**src/rtl/inst_fetch_seq_if.sv**
```systemverilog
// Fetch/issue bus for inst_fetch_seq.
// Groups the program-memory read port, the execute issue handshake,
// the execute flags and the sequencer status.
//   master : the sequencer (drives imem_rd_en/imem_addr/ir/ir_valid/pc/halted)
//   slave  : memory + execute side (drives start/imem_rdata/ex_ready/ex_done/flags)
// Signals:
//   start       one-cycle pulse, begins fetch at PC=0 from IDLE
//   imem_rd_en  program memory read strobe
//   imem_addr   program memory address (= pc)
//   imem_rdata  read data, valid one cycle after imem_rd_en
//   ir/ir_valid issued instruction and its valid flag
//   ex_ready    execute accepts ir when ir_valid & ex_ready
//   ex_done     pulse: accepted instruction completed, flags updated
//   zero_f/sign_f/carry_f/ovf_f  execute flags
//   pc          current program counter
//   halted      HALT has been executed
interface inst_fetch_seq_if #(
  parameter int unsigned ADDR_W = 4,
  parameter int unsigned IR_W   = 32
);
  logic              start;
  logic              imem_rd_en;
  logic [ADDR_W-1:0] imem_addr;
  logic [IR_W-1:0]   imem_rdata;
  logic [IR_W-1:0]   ir;
  logic              ir_valid;
  logic              ex_ready;
  logic              ex_done;
  logic              zero_f;
  logic              sign_f;
  logic              carry_f;
  logic              ovf_f;
  logic [ADDR_W-1:0] pc;
  logic              halted;

  modport master (
    input  start, imem_rdata, ex_ready, ex_done, zero_f, sign_f, carry_f, ovf_f,
    output imem_rd_en, imem_addr, ir, ir_valid, pc, halted
  );

  modport slave (
    output start, imem_rdata, ex_ready, ex_done, zero_f, sign_f, carry_f, ovf_f,
    input  imem_rd_en, imem_addr, ir, ir_valid, pc, halted
  );
endinterface

```
**src/rtl/inst_fetch_seq.sv**
```systemverilog
// Instruction fetch/sequencer.
// Fetches instructions from program memory at PC, issues datapath ops to
// the execute unit through a valid/ready handshake and resolves jumps,
// conditional jumps and HALT locally from the execute flags.
// Ports:
//   clk      system clock, rising edge
//   sys_rst  synchronous active-high reset
//   bus      inst_fetch_seq_if.master (memory, issue, flags, status)
// Instruction fields: oper_type=[31:27], isrc=[15:0]; jump target is
// isrc[ADDR_W-1:0].
module inst_fetch_seq #(
  parameter int unsigned ADDR_W = 4,
  parameter int unsigned IR_W   = 32
) (
  input logic           clk,
  input logic           sys_rst,
  inst_fetch_seq_if.master bus
);

  typedef enum logic [2:0] {
    S_IDLE,
    S_FETCH,
    S_LOAD,
    S_ISSUE,
    S_WAIT_EX,
    S_RESOLVE,
    S_NEXT,
    S_HALT
  } state_t;

  localparam logic [4:0] OP_JMP   = 5'd16;
  localparam logic [4:0] OP_JC    = 5'd17;
  localparam logic [4:0] OP_JNC   = 5'd18;
  localparam logic [4:0] OP_JS    = 5'd19;
  localparam logic [4:0] OP_JNS   = 5'd20;
  localparam logic [4:0] OP_JZ    = 5'd21;
  localparam logic [4:0] OP_JNZ   = 5'd22;
  localparam logic [4:0] OP_JO    = 5'd23;
  localparam logic [4:0] OP_JNO   = 5'd24;
  localparam logic [4:0] OP_HALT  = 5'd25;

  state_t            state_q;
  logic [ADDR_W-1:0] pc_q;
  logic [IR_W-1:0]   ir_q;
  logic              ir_valid_q;
  logic              rd_en_q;
  logic              halted_q;

  logic [4:0]        load_op;
  logic              load_is_ctrl;
  logic [4:0]        ir_op;
  logic [ADDR_W-1:0] pc_inc;
  logic [ADDR_W-1:0] jmp_target;
  logic              jmp_taken;

  assign load_op      = bus.imem_rdata[31:27];
  assign load_is_ctrl = (load_op >= OP_JMP) && (load_op <= OP_HALT);
  assign ir_op        = ir_q[31:27];
  // Natural ADDR_W-bit wrap gives modulo-2^ADDR_W PC arithmetic.
  assign pc_inc       = pc_q + ADDR_W'(1);
  assign jmp_target   = ir_q[ADDR_W-1:0];

  always_comb begin
    jmp_taken = 1'b0;
    case (ir_op)
      OP_JMP:  jmp_taken = 1'b1;
      OP_JC:   jmp_taken = bus.carry_f;
      OP_JNC:  jmp_taken = !bus.carry_f;
      OP_JS:   jmp_taken = bus.sign_f;
      OP_JNS:  jmp_taken = !bus.sign_f;
      OP_JZ:   jmp_taken = bus.zero_f;
      OP_JNZ:  jmp_taken = !bus.zero_f;
      OP_JO:   jmp_taken = bus.ovf_f;
      OP_JNO:  jmp_taken = !bus.ovf_f;
      default: jmp_taken = 1'b0;
    endcase
  end

  // Read strobe is registered: it is high for exactly the FETCH cycle, so it
  // is set on every transition into FETCH and cleared by default otherwise.
  always_ff @(posedge clk) begin
    if (sys_rst) begin
      state_q    <= S_IDLE;
      pc_q       <= '0;
      ir_q       <= '0;
      ir_valid_q <= 1'b0;
      rd_en_q    <= 1'b0;
      halted_q   <= 1'b0;
    end else begin
      rd_en_q <= 1'b0;
      case (state_q)
        S_IDLE: begin
          if (bus.start) begin
            pc_q    <= '0;
            rd_en_q <= 1'b1;
            state_q <= S_FETCH;
          end
        end
        S_FETCH: begin
          state_q <= S_LOAD;
        end
        S_LOAD: begin
          ir_q <= bus.imem_rdata;
          if (load_is_ctrl) begin
            state_q <= S_RESOLVE;
          end else begin
            ir_valid_q <= 1'b1;
            state_q    <= S_ISSUE;
          end
        end
        S_ISSUE: begin
          if (bus.ex_ready) begin
            ir_valid_q <= 1'b0;
            state_q    <= S_WAIT_EX;
          end
        end
        S_WAIT_EX: begin
          if (bus.ex_done) begin
            pc_q    <= pc_inc;
            state_q <= S_NEXT;
          end
        end
        S_RESOLVE: begin
          if (ir_op == OP_HALT) begin
            halted_q <= 1'b1;
            state_q  <= S_HALT;
          end else begin
            pc_q    <= jmp_taken ? jmp_target : pc_inc;
            rd_en_q <= 1'b1;
            state_q <= S_FETCH;
          end
        end
        S_NEXT: begin
          rd_en_q <= 1'b1;
          state_q <= S_FETCH;
        end
        S_HALT: begin
          halted_q <= 1'b1;
        end
        default: begin
          state_q <= S_IDLE;
        end
      endcase
    end
  end

  assign bus.imem_rd_en = rd_en_q;
  assign bus.imem_addr  = pc_q;
  assign bus.ir         = ir_q;
  assign bus.ir_valid   = ir_valid_q;
  assign bus.pc         = pc_q;
  assign bus.halted     = halted_q;

endmodule

```
**src/flat_wrapper.sv**
```systemverilog
// flat-port wrapper written by rule: the top's interface ports become plain ports
module inst_fetch_seq_flat 
#(
  parameter int unsigned ADDR_W = 4,
  parameter int unsigned IR_W   = 32
)
  (clk, sys_rst, bus_start, bus_imem_rdata, bus_ex_ready, bus_ex_done, bus_zero_f, bus_sign_f, bus_carry_f, bus_ovf_f, bus_imem_rd_en, bus_imem_addr, bus_ir, bus_ir_valid, bus_pc, bus_halted);
  inst_fetch_seq_if #(.ADDR_W(ADDR_W), .IR_W(IR_W)) bus_i ();
  input logic clk;
  input logic sys_rst;
  input wire logic [$bits(bus_i.start)-1:0] bus_start;
  input wire logic [$bits(bus_i.imem_rdata)-1:0] bus_imem_rdata;
  input wire logic [$bits(bus_i.ex_ready)-1:0] bus_ex_ready;
  input wire logic [$bits(bus_i.ex_done)-1:0] bus_ex_done;
  input wire logic [$bits(bus_i.zero_f)-1:0] bus_zero_f;
  input wire logic [$bits(bus_i.sign_f)-1:0] bus_sign_f;
  input wire logic [$bits(bus_i.carry_f)-1:0] bus_carry_f;
  input wire logic [$bits(bus_i.ovf_f)-1:0] bus_ovf_f;
  output wire logic [$bits(bus_i.imem_rd_en)-1:0] bus_imem_rd_en;
  output wire logic [$bits(bus_i.imem_addr)-1:0] bus_imem_addr;
  output wire logic [$bits(bus_i.ir)-1:0] bus_ir;
  output wire logic [$bits(bus_i.ir_valid)-1:0] bus_ir_valid;
  output wire logic [$bits(bus_i.pc)-1:0] bus_pc;
  output wire logic [$bits(bus_i.halted)-1:0] bus_halted;
  assign bus_i.start = bus_start;
  assign bus_i.imem_rdata = bus_imem_rdata;
  assign bus_i.ex_ready = bus_ex_ready;
  assign bus_i.ex_done = bus_ex_done;
  assign bus_i.zero_f = bus_zero_f;
  assign bus_i.sign_f = bus_sign_f;
  assign bus_i.carry_f = bus_carry_f;
  assign bus_i.ovf_f = bus_ovf_f;
  assign bus_imem_rd_en = bus_i.imem_rd_en;
  assign bus_imem_addr = bus_i.imem_addr;
  assign bus_ir = bus_i.ir;
  assign bus_ir_valid = bus_i.ir_valid;
  assign bus_pc = bus_i.pc;
  assign bus_halted = bus_i.halted;
  inst_fetch_seq #(.ADDR_W(ADDR_W), .IR_W(IR_W)) u_core (.clk(clk), .sys_rst(sys_rst), .bus(bus_i));
endmodule
```
**config.mk**
```make
export PLATFORM = sky130hd
export DESIGN_NAME = inst_fetch_seq_flat
export DESIGN_NICKNAME = d
export VERILOG_FILES = /design/src/rtl/inst_fetch_seq_if.sv /design/src/rtl/inst_fetch_seq.sv /design/src/flat_wrapper.sv
export SDC_FILE = /design/constraint.sdc
export NUM_CORES = 1
export LEC_CHECK = 0
export CAP_MARGIN = 20
export CORE_ASPECT_RATIO = 1.4
export CORE_MARGIN = 2
export CORE_UTILIZATION = 25
export DETAILED_ROUTE_END_ITERATION = 8
export DONT_BUFFER_PORTS = 1
export PLACE_DENSITY_LB_ADDON = 0.25
export SYNTH_ARGS = -nofsm -noshare
export SYNTH_HDL_FRONTEND = slang
export SYNTH_SLANG_ARGS = --single-unit
```
**constraint.sdc**
```tcl
create_clock -name clk -period 2.4 [get_ports clk]
set_input_delay 0.36 -clock clk [delete_from_list [all_inputs] [get_ports clk]]
set_output_delay 0.36 -clock clk [all_outputs]
set_load 0.01 [all_outputs]
```
## Yosys cells after proc, flatten, opt, wreduce, memory -nomap -nowiden

Index checks and enable logic that the tools add are counted.

- Add/subtract/negate cells: 1
- Order comparisons: 2
- Equality and inequality tests: 23
- Multiplexer cells: 20
- Reductions and logical operators: 14

Operators with widths:

| operator | count |
|---|---|
| 5-bit == test (second input constant) | 10 |
| 3-bit case mux with 7 select lines | 1 |
| 4-bit 2-to-1 mux | 4 |
| 3-bit 2-to-1 mux | 5 |
| 3-bit == test (second input constant) | 4 |
| 4-bit case mux with 3 select lines | 1 |
| 2-bit inequality test (second input constant) | 5 |
| 1-bit case mux with 9 select lines | 1 |
| 4-bit AND reduction | 2 |
| 7-bit nonzero test | 1 |
| 3-bit by 2-bit == test with 1-bit output (second input constant) | 2 |
| 5-bit >= comparator (second input constant) | 1 |
| 5-bit less-or-equal comparator (second input constant) | 1 |
| 1-bit 2-to-1 mux | 5 |
| 4-bit by 1-bit adder with 4-bit output (second input constant) | 1 |
| 1-bit logical NOT | 4 |
| 1-bit case mux with 2 select lines | 2 |
| 2-bit nonzero test | 2 |
| 3-bit by 1-bit == test with 1-bit output (second input constant) | 1 |
| 3-bit logical NOT | 1 |
| 1-bit case mux with 3 select lines | 1 |
| 3-bit AND reduction | 1 |
| 3-bit nonzero test | 1 |
| 2-bit by 1-bit inequality test with 1-bit output (second input constant) | 1 |
| 2 further kinds | 2 |

- Flip-flop bits (word level): 42
- Bits of input ports: 41
- Output and inout bits: 43
- Word-level logic and storage cells: 66

## Depth between registers and ports, before layout

- Depth in word-level cells: 5
- Depth in mapped cells: 7
- Mapped depth without buffers: 6

## Worst setup path after synthesis

OpenSTA, ideal clock, no wires.

- Kind: register to register
- From: reg u_core.ir_q[29] (netlist: u_core.bus.ir[29])
- To: reg u_core.pc_q[2] (netlist: u_core.bus.imem_addr[2])
- Library setup time: 0.103 ns
- Arrival: 1.643 ns
- Data required time: 2.297 ns
- Path slack: 0.654 ns
- Stages on the path, launching flop included: 7
- Path buffers: 0
- Clock period less this slack: 1.746 ns
- Path through: dfxtp_1 mux2i_1 o21ai_2 a221oi_2 o21ai_2 o21a_1 a2111oi_2

- Word-level cells in the longest chain between the ends: 5
- Elaborated cells on any way between the ends: 16
- Those cells by class: 11 x eq/ne; 4 x mux; 1 x reduce/logical

RTL lines:

| item | RTL line | RTL |
|---|---|---|
| start: declaration | inst_fetch_seq.sv:44 | `logic [IR_W-1:0] ir_q;` |
| start signal: assignment | inst_fetch_seq.sv:103 | `ir_q <= bus.imem_rdata;` |
| 5-bit == test | inst_fetch_seq.sv:65 | `case (ir_op)` |
| 1-bit case mux with 9 select lines | inst_fetch_seq.sv:65 |  |
| 4-bit 2-to-1 mux | inst_fetch_seq.sv:128 | `pc_q <= jmp_taken ? jmp_target : pc_inc;` |
| 4-bit 2-to-1 mux | inst_fetch_seq.sv:124 | `if (ir_op == OP_HALT) begin` |
| 4-bit case mux with 3 select lines | inst_fetch_seq.sv:91 | `case (state_q)` |
| end signal: assignment | inst_fetch_seq.sv:119 | `pc_q <= pc_inc;` |
| end signal: assignment | inst_fetch_seq.sv:128 |  |
| end: declaration | inst_fetch_seq.sv:43 | `logic [ADDR_W-1:0] pc_q;` |

Several ways; a longest one is shown, not always the timed one. The select of a mux whose other input is x is not followed.
A chain may end at the register's enable or synchronous reset.

## Worst setup path in the final report

Same ends and word-level chain as after synthesis.

==> results.sh <==
export IMPL_firstDrtPassIters=4
export IMPL_worstPathMaxFanout=8
export IMPL_setup_tns_ps=0
export IMPL_crit_path_start_kind="flop"
export IMPL_tritoncts="yes"
export IMPL_yosysWarnings=0
export IMPL_p_int_uw=1080
export IMPL_layout_min_cycle_time_ps=1970
export IMPL_hold_viol=0
export IMPL_drt_met1_wl_um=2060
export IMPL_status="complete, no violations"
export IMPL_r2r_end="u_core.bus.imem_addr[2]$_SDFFE_PP0P_"
export IMPL_cts_buffers_inserted=5
export IMPL_synth_edf_count=0
export IMPL_cts_resized=0
export IMPL_seqPwrFrac_pct=52.2
export IMPL_root_buffer="clkbuf_8"
export IMPL_leakage_uw=0.000686
export IMPL_synth_ff_type="dfxtp_1"
export IMPL_finalCritPeriodShare_pct=82.2
export IMPL_n_fill_cell=824
export IMPL_setup_viol=0
export IMPL_cap_violations=0
export IMPL_grt_antenna_before_repair=0
export IMPL_fp_dieW_um=78.6
export IMPL_nNetsFinal=290
export IMPL_drc=0
export IMPL_crit_arrival_ps=2180
export IMPL_ys_seq_elements=42
export IMPL_path_class="flop to flop"
export IMPL_clockBufferDepth=2
export IMPL_cts_sinks=42
export IMPL_hp_class="input port to flop"
export IMPL_fin_worst_skew_ps=10.7
export IMPL_wl_per_cell_um=14.7
export IMPL_hold_end="u_core.bus.ir[2]$_SDFFE_PP0P_"
export IMPL_yosysTopAreaCellShare_pct=43.2
export IMPL_synth_area_leaders="dfxtp_1 (43%), nand2_1 (14%), a21oi_1 (11%)"
export IMPL_dieArea_um2=8520
export IMPL_p_per_area_nw_per_um2=682
export IMPL_syn_area_um2=1950
export IMPL_wl_met2_um=2690
export IMPL_min_from="sys_rst"
export IMPL_synthMostInstantiatedCell="nand2_1"
export IMPL_globalRouteOverflowTotal=0
export IMPL_synth_common_cells="nand2_1 (73), a21oi_1 (42), dfxtp_1 (42)"
export IMPL_wirelength_um=5130
export IMPL_place_congestion=0.754
export IMPL_vias=1676
export IMPL_p_switching_uw=368
export IMPL_maxSlewHeadroom_pct=70.1
export IMPL_rsz0062_at_grt="false"
export IMPL_r2r_slack_ps=430
export IMPL_peakVddDrop_mv=0.631
export IMPL_port_buffers=0
export IMPL_holdBufCountCts=0
export IMPL_areaGrowthSynthToFinish_pct=8.80
export IMPL_cts_max_level=2
export IMPL_n_antenna_cell=0
export IMPL_reg2reg_from="u_core.bus.ir[29]$_SDFFE_PP0P_"
export IMPL_core_um2=7650
export IMPL_netlist_instances=257
export IMPL_grt_util_all_layers_pct=12.1
export IMPL_yosysUniqueCellTypes=44
export IMPL_dieHeight_um=108
export IMPL_worst_pin_slew_ps=437
export IMPL_grt_pass1_vias=1586
export IMPL_syn_area_per_cell_um2=7.58
export IMPL_combinationalPowerShare_pct=8.3
export IMPL_vias_per_cell=4.80
export IMPL_grt_first_pass_wirelength_um=7940
export IMPL_final_antenna_net_count=0
export IMPL_async_flop_share_pct=0
export IMPL_clkTransAtPathRegs_ps=90
export IMPL_start_util_pct=25.4
export IMPL_p_sw_share_pct=25.5
export IMPL_wl_met3_um=308
export IMPL_syn_num_nets=299
export IMPL_maxSlewViolCount=0
export IMPL_rows=38
export IMPL_whs_ps=107
export IMPL_postCtsSetupBuffers=0
export IMPL_clock_fmax_mhz=507
export IMPL_synth_top_area_cell="dfxtp_1"
export IMPL_dpl_hpwl_um=3700
export IMPL_synth_seq_area_share_pct=43.2
export IMPL_cp_end_kind="flop"
export IMPL_highest_layer="met4"
export IMPL_clkLatencyLatePin_ps=310
export IMPL_worstPathRequired_ps=2610
export IMPL_grt_max_degree=43
export IMPL_whs_path_depth=1
export IMPL_drt_iter0_drc=72
export IMPL_r2r_cells=6
export IMPL_io_pins=84
export IMPL_drive_above_1_share_pct=9.24
export IMPL_clkPwrFrac_pct=39.5
-- cell families (layout without fill, tap and decap cells) --
kind of cell	count (synthesis)	after routing	synth area share [%]
and+or+nand+nor	118	118	26.5
adders and majority gates	1	1	0.642
muxes	3	3	1.67
buffers and inverters	23	15	5.65
DFF	42	42	43.2
AOI/OAI and AO/OA	68	68	21.5
xor gates and xnor gates	2	2	0.899
-- stage by stage --
step / power (uW) / std cells / util (%) / worst slack [ps] / instance area, um^2
final: 1450 / 349 / 27.7 / 427 / 2120
after global routing: 1510 / 349 / 27.7 / 298 / 2120
after CTS: 1470 / 349 / 27.7 / 441 / 2120
after detailed placement: 893 / 341 / 26.3 / 452 / 2010
after global placement: 894 / 341 / 26.3 / 496 / 2010
after floorplan: 878 / 257 / - / 654 / 1950
-- how the worst max path moves through the flow --
stage	from	to	slack (ps)	depth (start not counted)
after floorplan	u_core.bus.ir[29]$_SDFFE_PP0P_	u_core.bus.imem_addr[2]$_SDFFE_PP0P_	650	6
after global placement	u_core.bus.ir[29]$_SDFFE_PP0P_	u_core.bus.imem_addr[2]$_SDFFE_PP0P_	500	6
after detailed placement	u_core.bus.ir[29]$_SDFFE_PP0P_	u_core.bus.imem_addr[2]$_SDFFE_PP0P_	450	6
after CTS	u_core.bus.ir[29]$_SDFFE_PP0P_	u_core.bus.imem_addr[2]$_SDFFE_PP0P_	440	6
after global routing	u_core.bus.ir[29]$_SDFFE_PP0P_	u_core.bus.imem_addr[2]$_SDFFE_PP0P_	300	6
final	u_core.bus.ir[29]$_SDFFE_PP0P_	u_core.bus.imem_addr[2]$_SDFFE_PP0P_	430	6
-- power groups by stage --
stage	sequential [uW]	combinational, uW	clock (uW)
4_1_cts	756	121	591
6_report	754	120	571
3_5_place_dp	773	121	0
2_1_floorplan	759	119	0
3_3_place_gp	773	121	0
5_1_grt	760	135	615
-- state kept, by name (all words and copies together) (netlist names) --
register / count
u_core.bus.imem_addr: 4
u_core.bus.ir_valid: 1
u_core.bus.ir: 32
u_core.bus.imem_rd_en: 1
u_core.state_q: 3
u_core.bus.halted: 1
-- critical path: stages (launching register included) --
cell       delay (ps)
dfxtp_1           530
mux2i_1           260
o21ai_2            70
a221oi_2          290
o21ai_2           150
o21a_1            210
a2111oi_2         360
-- layout by cell type (no fill, tap or decap), types with 2 or more instances in the layout --
cell / instances
a211oi_1: 2
nand3_1: 8
a21o_1: 3
nor3b_1: 3
o21ai_2: 2
clkbuf_8: 5
nand2b_1: 5
inv_1: 2
dfxtp_1: 42
buf_4: 5
nor2_1: 17
o21ai_0: 4
a21oi_1: 42
o21a_1: 3
nand2_1: 73
nor2b_1: 2
a311oi_1: 2
mux2_2: 2
clkinv_2: 2
-- per-layer routing --
metal,up-vias,track usage [%]
li1,851,-
met4,0,6.02
met2,44,21.3
met1,777,13.2
met3,4,3.34
met5,-,0
-- area by class of cell --
cell class | count | area [um^2] | area share [%]
Multi-Input combinational cell | 192 | 1000 | 47.2
Sequential cell | 42 | 841 | 39.7
Tap cell | 100 | 125 | 5.90
Clock buffer | 5 | 68.8 | 3.25
Clock inverter | 3 | 40.0 | 1.89
Timing Repair Buffer | 5 | 37.5 | 1.77
Inverter | 2 | 7.51 | 0.354
(Power assumes the default switching activity.)
